===== config.mk =====
export PLATFORM = sky130hd
export DESIGN_NAME = bcd_to_bin
export DESIGN_NICKNAME = d
export VERILOG_FILES = /design/src/rtl/bcd_pkg.sv /design/src/rtl/bcd_digit_corr.sv /design/src/rtl/bcd_to_bin.sv
export SDC_FILE = /design/constraint.sdc
export NUM_CORES = 1
export LEC_CHECK = 0
export CAP_MARGIN = 0
export CORE_ASPECT_RATIO = 1.2
export CORE_MARGIN = 3
export CORE_UTILIZATION = 47
export DETAILED_ROUTE_END_ITERATION = 10
export GPL_TIMING_DRIVEN = 0
export PLACE_DENSITY_LB_ADDON = 0.08
export SLEW_MARGIN = 20
export SYNTH_ARGS = -nofsm -noshare
export SYNTH_HDL_FRONTEND = slang
export SYNTH_SLANG_ARGS = --single-unit
export TNS_END_PERCENT = 5

===== constraint.sdc =====
create_clock -name clk -period 1.37 [get_ports clk]
set_input_delay 0.137 -clock clk [delete_from_list [all_inputs] [get_ports clk]]
set_output_delay 0.137 -clock clk [all_outputs]
set_load 0.01 [all_outputs]

===== src/rtl/bcd_pkg.sv =====
// Shared types and constants for the BCD-to-binary converter.
// Latency: n/a (declarations only).
// Backpressure: n/a.
package bcd_pkg;

    typedef enum logic [1:0] {
        IDLE  = 2'd0,
        SHIFT = 2'd1,
        DONE  = 2'd2
    } state_t;

    typedef logic [3:0] bcd_digit_t;

    // A nibble at or above 8 after a right shift came from a tens-weight bit
    // landing in a units-weight position; subtracting 3 (= 16/2 - 10/2)
    // restores the decimal weighting.
    localparam bcd_digit_t BCD_CORR_THRESH = 4'd8;
    localparam bcd_digit_t BCD_CORR_SUB    = 4'd3;
    localparam bcd_digit_t BCD_MAX_DIGIT   = 4'd9;

    // True when the nibble is a legal decimal digit.
    function automatic logic bcd_digit_ok(input bcd_digit_t d);
        return (d <= BCD_MAX_DIGIT);
    endfunction

endpackage


===== src/rtl/bcd_digit_corr.sv =====
// Per-nibble correction of reverse double-dabble: d >= 8 ? d - 3 : d.
// Latency: combinational, zero cycles.
// Backpressure: none, pure function of its input.
module bcd_digit_corr
    import bcd_pkg::*;
(
    input  bcd_digit_t d,
    output bcd_digit_t q
);

    // Unsigned nibble subtract; no borrow leaves this digit.
    assign q = (d >= BCD_CORR_THRESH) ? bcd_digit_t'(d - BCD_CORR_SUB) : d;

endmodule


===== src/rtl/bcd_to_bin.sv =====
// Sequential BCD-to-binary converter (reverse double-dabble, one bit per clock); optional BCD_CHECK_EN adds invalid-digit flagging on err.
// Latency: start accepted at edge k, done/bin_out after edge k+BIN_W (BIN_W+1 edges counting the accept edge); one conversion per BIN_W+2 cycles.
// Backpressure: start is only sampled in IDLE; starts while busy are dropped, not queued.
module bcd_to_bin
    import bcd_pkg::*;
#(
    parameter int DIGITS = 3,
    parameter int BIN_W  = 10
) (
    input  logic                  clk,
    input  logic                  rst,
    input  logic                  start,
    input  logic [4*DIGITS-1:0]   bcd_in,
    output logic                  busy,
    output logic                  done,
    output logic [BIN_W-1:0]      bin_out,
    output logic                  err
);

    localparam int SR_W  = 4*DIGITS + BIN_W;
    localparam int CNT_W = (BIN_W > 1) ? $clog2(BIN_W) : 1;

    // The largest DIGITS-digit decimal value must fit the binary result.
    generate
        if ((10**DIGITS) - 1 > (2**BIN_W) - 1) begin : g_width_chk
            $error("bcd_to_bin: BIN_W too narrow for DIGITS");
        end
    endgenerate

    state_t            state;
    logic [SR_W-1:0]   sr;
    logic [SR_W-1:0]   sr_shift;
    logic [SR_W-1:0]   sr_next;
    logic [CNT_W-1:0]  cnt;

    // BCD digits sit above the binary field; the shift moves the BCD LSB
    // into the binary field, which fills from the top downwards.
    assign sr_shift = sr >> 1;
    assign sr_next[BIN_W-1:0] = sr_shift[BIN_W-1:0];

    generate
        for (genvar g = 0; g < DIGITS; g++) begin : g_corr
            bcd_digit_corr u_corr (
                .d (sr_shift[BIN_W + 4*g +: 4]),
                .q (sr_next[BIN_W + 4*g +: 4])
            );
        end
    endgenerate

    // Control FSM with shift register, bit counter and registered outputs.
    always_ff @(posedge clk) begin
        if (rst) begin
            state   <= IDLE;
            busy    <= 1'b0;
            done    <= 1'b0;
            bin_out <= '0;
            sr      <= '0;
            cnt     <= '0;
        end else begin
            done <= 1'b0;
            case (state)
                IDLE: begin
                    if (start) begin
                        state <= SHIFT;
                        busy  <= 1'b1;
                        sr    <= {bcd_in, {BIN_W{1'b0}}};
                        cnt   <= CNT_W'(BIN_W - 1);
                    end
                end
                SHIFT: begin
                    sr <= sr_next;
                    if (cnt == '0) begin
                        state   <= DONE;
                        bin_out <= sr_next[BIN_W-1:0];
                        done    <= 1'b1;
                    end else begin
                        cnt <= cnt - 1'b1;
                    end
                end
                DONE: begin
                    state <= IDLE;
                    busy  <= 1'b0;
                end
                default: begin
                    state <= IDLE;
                    busy  <= 1'b0;
                end
            endcase
        end
    end

`ifdef BCD_CHECK_EN
    logic bad_digit;
    logic bad_flag;

    // Any non-decimal nibble in the operand presented this cycle.
    always_comb begin
        bad_digit = 1'b0;
        for (int i = 0; i < DIGITS; i++) begin
            if (!bcd_digit_ok(bcd_in[4*i +: 4])) begin
                bad_digit = 1'b1;
            end
        end
    end

    // Latch the operand check at accept, publish it alongside done.
    always_ff @(posedge clk) begin
        if (rst) begin
            bad_flag <= 1'b0;
            err      <= 1'b0;
        end else begin
            if (state == IDLE && start) begin
                bad_flag <= bad_digit;
            end
            if (state == SHIFT && cnt == '0) begin
                err <= bad_flag;
            end
        end
    end
`else
    assign err = 1'b0;
`endif

endmodule


=== Word-level counts from Yosys, hierarchy flattened ===
Index checks and enable logic that the tools add are counted.

* Register bits: 40
* Input bits: 15
* Logic and storage cells: 41

* $add $sub $neg: 4
* $lt $le $gt $ge: 3
* Equal/unequal tests: 4
* Multiplexer cells: 14
* Bitwise operators: 1
* Reductions and logical operators: 9

{| class="wikitable"
|+ Operator list
! cell !! number
|-
| $pmux 22 s2 || 1
|-
| $mux 22 || 1
|-
| $mux 4 || 5
|-
| $ge 4x4->1 const B || 2
|-
| $pmux 4 s2 || 1
|-
| $reduce_and 2->1 || 4
|-
| $sub 4x2->4 const B || 2
|-
| $ne 2x2->1 const B || 3
|-
| $ge 3x4->1 const B || 1
|-
| $logic_not 4->1 || 1
|-
| $mux 2 || 2
|-
| $pmux 2 s2 || 1
|-
| $sub 3x2->4 const B || 1
|-
| $sub 4x1->4 const B || 1
|-
| $reduce_and 3->1 || 1
|-
| $eq 2x1->1 const B || 1
|-
| $logic_not 2->1 || 1
|-
| $mux 1 || 2
|-
| $pmux 1 s2 || 1
|-
| $reduce_bool 2->1 || 1
|-
| $reduce_or 2->1 || 1
|-
| $not 1->1 || 1
|}

=== Logic depth before layout (Yosys ltp) ===
* Depth after elaboration: 3
* Depth in mapped cells: 7
* Mapped depth without buffers: 6

=== Cells and area by module ===
From an unflattened synthesis, not the netlist that was laid out.

* Cell total of the unflattened synthesis: 218
* Area, all modules: 1799.2 sq um

{| class="wikitable"
|+ By module, submodules not included
! module !! instances !! cells an instance !! area an instance (sq um) !! seq. area each (sq um)
|-
| bcd_to_bin || 1 || 185 || 1570.3 || 780.7
|-
| bcd_digit_corr || 3 || 11 || 76.3 || 0.0
|}

=== Worst setup path before layout ===
OpenSTA, ideal clock, no wires.

* Path kind: register to register
* From: register cnt[0]
* To: register cnt[3]
* Arrival time: 1251 ps
* Required time: 1255 ps
* Path slack: 4 ps
* Cell stages (with the launch flop): 7
* Buffers on the path: 0
* Cells stage by stage: dfxtp_1 -> inv_1 -> ha_1 -> nor3b_4 -> a211oi_2 -> xor2_1 -> o21ba_1

* Word-level cells in the longest chain between the ends: 3
* Elaborated cells on any way between the ends: 6
* Those cells by class: add/sub: 1; eq/ne: 1; mux: 2; reduce/logical: 2

{| class="wikitable"
|+ RTL lines
! what !! RTL line !! source
|-
| start, declared || bcd_to_bin.sv:34 || <nowiki>logic [CNT_W-1:0] cnt;</nowiki>
|-
| start signal, assigned || bcd_to_bin.sv:67 || <nowiki>cnt <= CNT_W'(BIN_W - 1);</nowiki>
|-
| start signal, assigned || bcd_to_bin.sv:77 || <nowiki>cnt <= cnt - 1'b1;</nowiki>
|-
| $sub 4x1->4 / $logic_not 4->1 (equally long branches) || bcd_to_bin.sv:77, bcd_to_bin.sv:72 ||
|-
| $mux 4 / $ne 2x2->1 (equally long branches) || n/a ||
|-
| $pmux 4 s2 / $reduce_and 3->1 (equally long branches) || n/a ||
|}

Several ways; a longest one is shown, not always the timed one. The select of a mux whose other input is x is not followed.
A chain may end at the register's enable or synchronous reset.

=== Worst setup path after layout ===
Ends and elaborated chain as after synthesis.

==> reports/results.txt <==
clk buf depth: 2
CTS Hold Buffers Added: 0
most frequent cells in the layout: dfxtp_1, clkdlybuf4s50_1, a21oi_1, nor2_1
CTS tree: yes
min cycle time layout: 1.41 ns
Post-Route WL: 3960 µm
clk sinks: 39
Layout Skew: 0.00288 ns
Mapped Cells: 212
static leakage: 0.000888 µW
core area: 3660 µm²
CTS buffer count: 5
grt total ovfl: 0
Routed Antenna Nets: 0
gp weighted congestion: 0.770
worst-skew pair later-pin latency: 0.29 ns
fin nets: 271
Hold WC Path Type: input port to flop
Via density: 5.03
die area: 4600 µm²
Synth Register Bits: 39
crit-path max FO: 3
DR pass1 iterations: 4
most common cell after layout, fill and taps aside: dfxtp_1
crit-path leading delay family: compound AO/OA/AOI/OAI gates
DR WL/cell: 13.1 µm
FMAX: 710 MHz
R2R Path Start: cnt[0]$_SDFFE_PP0P_
DP HPWL: 2700 µm
CP Data Required Time: 1.56 ns
crit path from: cnt[0]$_SDFFE_PP0P_
Finished Cell Area: 2320 µm²
DP Worst Slack: -0.210 ns
Power Dens Cells: 1340 nW/µm²
failing checks: negative setup slack
Slew Viols, Final: 0
Setup crit end kind: flop
maximum VDD drop: 0.851 mV
Yosys cell types: 33
crit path DAT: 1.60 ns
crit path kind: flop to flop
all-layer global routing usage: 0.188
synthesis warning total: 0
initial antenna violation count: 0
CP Depth: 7
Worst R2R Setup Slack: -0.04 ns
Iter 0 DRT Violations: 80
CTS clk-pin slew, worst paths: 0.08 ns
endpoints failing setup: 2
largest cells by area after synthesis: dfxtp_1, a21oi_1, a22oi_1, nor2_1, ha_1
worst rel slew slack: 0.619
Ant. Diodes: 0
Tcrit/Tclk final: 1.03
Critical path buffers and inverters: 2
P&R area growth vs syn: 29.1%
syn_nets: 233
register area: 787 µm²
crit-path cells: inv_2 > ha_1 > nor3b_4 > buf_4 > a211oi_4 > xor2_1 > o21ba_1
synthesized cell area: 1800 µm²
htree depth: 2
CP max stage delay: 0.34 ns
Least-Margin Pin Slew: 0.572 ns
Initial Utilization: 0.490
RSZ-0062 raised after global routing: true
FF-to-FF End: cnt[3]$_SDFFE_PP0P_
# IOs: 28
CTS root buf: clkbuf_8
Synth top area share: 0.435
Yosys top cell by area: dfxtp_1
Port Buf Inserts: 25
Final Hold Fails: 0
pin count of the biggest net entering global routing: 13
CP max-delay cell: dfxtp_2
Seq/Total Area, Yosys: 0.435
run status: finished, violations left
type of origin of the critical path: flop
R2R cell count: 7
detailed-route via count: 1524
# Max-Cap Violations: 0
Core Rows: 24
syn avg cell area: 8.48 µm²
fillers: 333
Die Wd: 62.4 µm
Placement Cell Area: 2110 µm²
area of the multi-input gates: 897 µm²
first-pass GRT wire length: 6820 µm
crit path to: cnt[3]$_SDFFE_PP0P_
DRC: 0
ratio of cells with drive above 1 in the final layout: 0.163
vias in the first global route: 1469
die height: 73.7 µm
final worst setup slack: -0.0393 ns
## cell type report
cell class	instances	share of cell area
flip-flops and latches	39	0.339
inverters	14	0.0227
repair buffers	31	0.127
clock buffers	6	0.0356
multi-input cells	143	0.387
plain buffers	16	0.0453
clock inverters	2	0.0151
well taps	52	0.0280
## per-layer routing
metal,up-vias,part of all wire,GRT usage
met4,0,0.023,0.0980
met3,8,0.042,0.0505
met2,28,0.47,0.303
met1,681,0.47,0.231
li1,807,-,-
met5,-,0,0
## repair_timing
action	in CTS	in global routing
endpoints found under the hold margin	0	0
endpoints found under the setup margin	16	21
resized for setup	5	11
pin swaps	3	5
setup buffers	5	2
## worst min path at each step
stage	startpoint	endpoint	slack, ns	cells after the start
after CTS	rst	sr[3]$_SDFFE_PP0P_	0.25	2
final	rst	sr[2]$_SDFFE_PP0P_	0.25	2
after detailed placement	bin_out[0]$_SDFFE_PP0P_	bin_out[0]$_SDFFE_PP0P_	0.45	2
after floorplan	bcd_in[2]	sr[12]$_SDFFE_PP0P_	0.33	2
after global routing	rst	sr[11]$_SDFFE_PP0P_	0.28	2
after global placement	busy$_SDFFE_PP0P_	busy$_SDFFE_PP0P_	0.45	2
## registers in the layout, summed over array words and instances (netlist names)
| name | cells |
|---|---|
| state | 2 |
| cnt | 4 |
| done | 1 |
| sr | 21 |
| busy | 1 |
| bin_out | 10 |
## synth_stat cells
cell type  number
nor3_1          7
a221oi_1        2
nand3b_1        2
xnor2_1         3
nand3_1        12
nor3b_4         1
a21o_1          1
o22ai_1         5
inv_1          14
xor2_1          3
o21ba_1         1
o21bai_2        1
dfxtp_1        39
a22oi_1        12
o21ai_0         3
a211oi_2        2
or3_1           1
buf_4           7
a2bb2oi_1       1
clkbuf_1        4
conb_1          1
ha_1            6
nor2b_1         2
nor2_1         24
nand2b_1        7
a211o_1         2
nand2_1        12
a21oi_1        25
a211oi_1        2
buf_2           5
a31oi_1         2
nand2_2         1
mux2i_1         2
## stage by stage
stage               hold WS [ns]  cells  utilization  total power, µW  setup TNS (ns)
finish                     0.252    303        0.633             3100         -0.0601
global route               0.284    303        0.633             3280           -1.16
CTS                        0.254    301        0.619             3060         -0.0620
detailed placement         0.446    289        0.577             2010           -3.75
global placement           0.448    289        0.577             2010           -4.26
floorplan                  0.329    212            -             1820               0
## power breakdown
group,internal (µW),switching (µW),total [µW]
logic,387,413,801
clock network,589,404,993
registers,1220,86.6,1310
## worst reg2reg max path: stages, from the launching register on
cell	delay (ns)
dfxtp_2	0.34
inv_2	0.04
ha_1	0.18
nor3b_4	0.15
buf_4	0.15
a211oi_4	0.20
xor2_1	0.09
o21ba_1	0.17
## logic make-up (layout without fill, tap and decap cells)
logic type               Yosys count  in the layout  synth area share
AO/OA/AOI/OAI                     59             59             0.215
buffers and inverters             30             69            0.0808
XOR/XNOR                           6              6            0.0293
adder cells (fa/ha/maj)            6              6            0.0418
multiplexers                       2              2            0.0111
other                              1              1           0.00209
AND/OR/NAND/NOR                   69             69             0.185
flip-flops                        39             39             0.435
No activity file was read; power rests on OpenSTA's default activity.
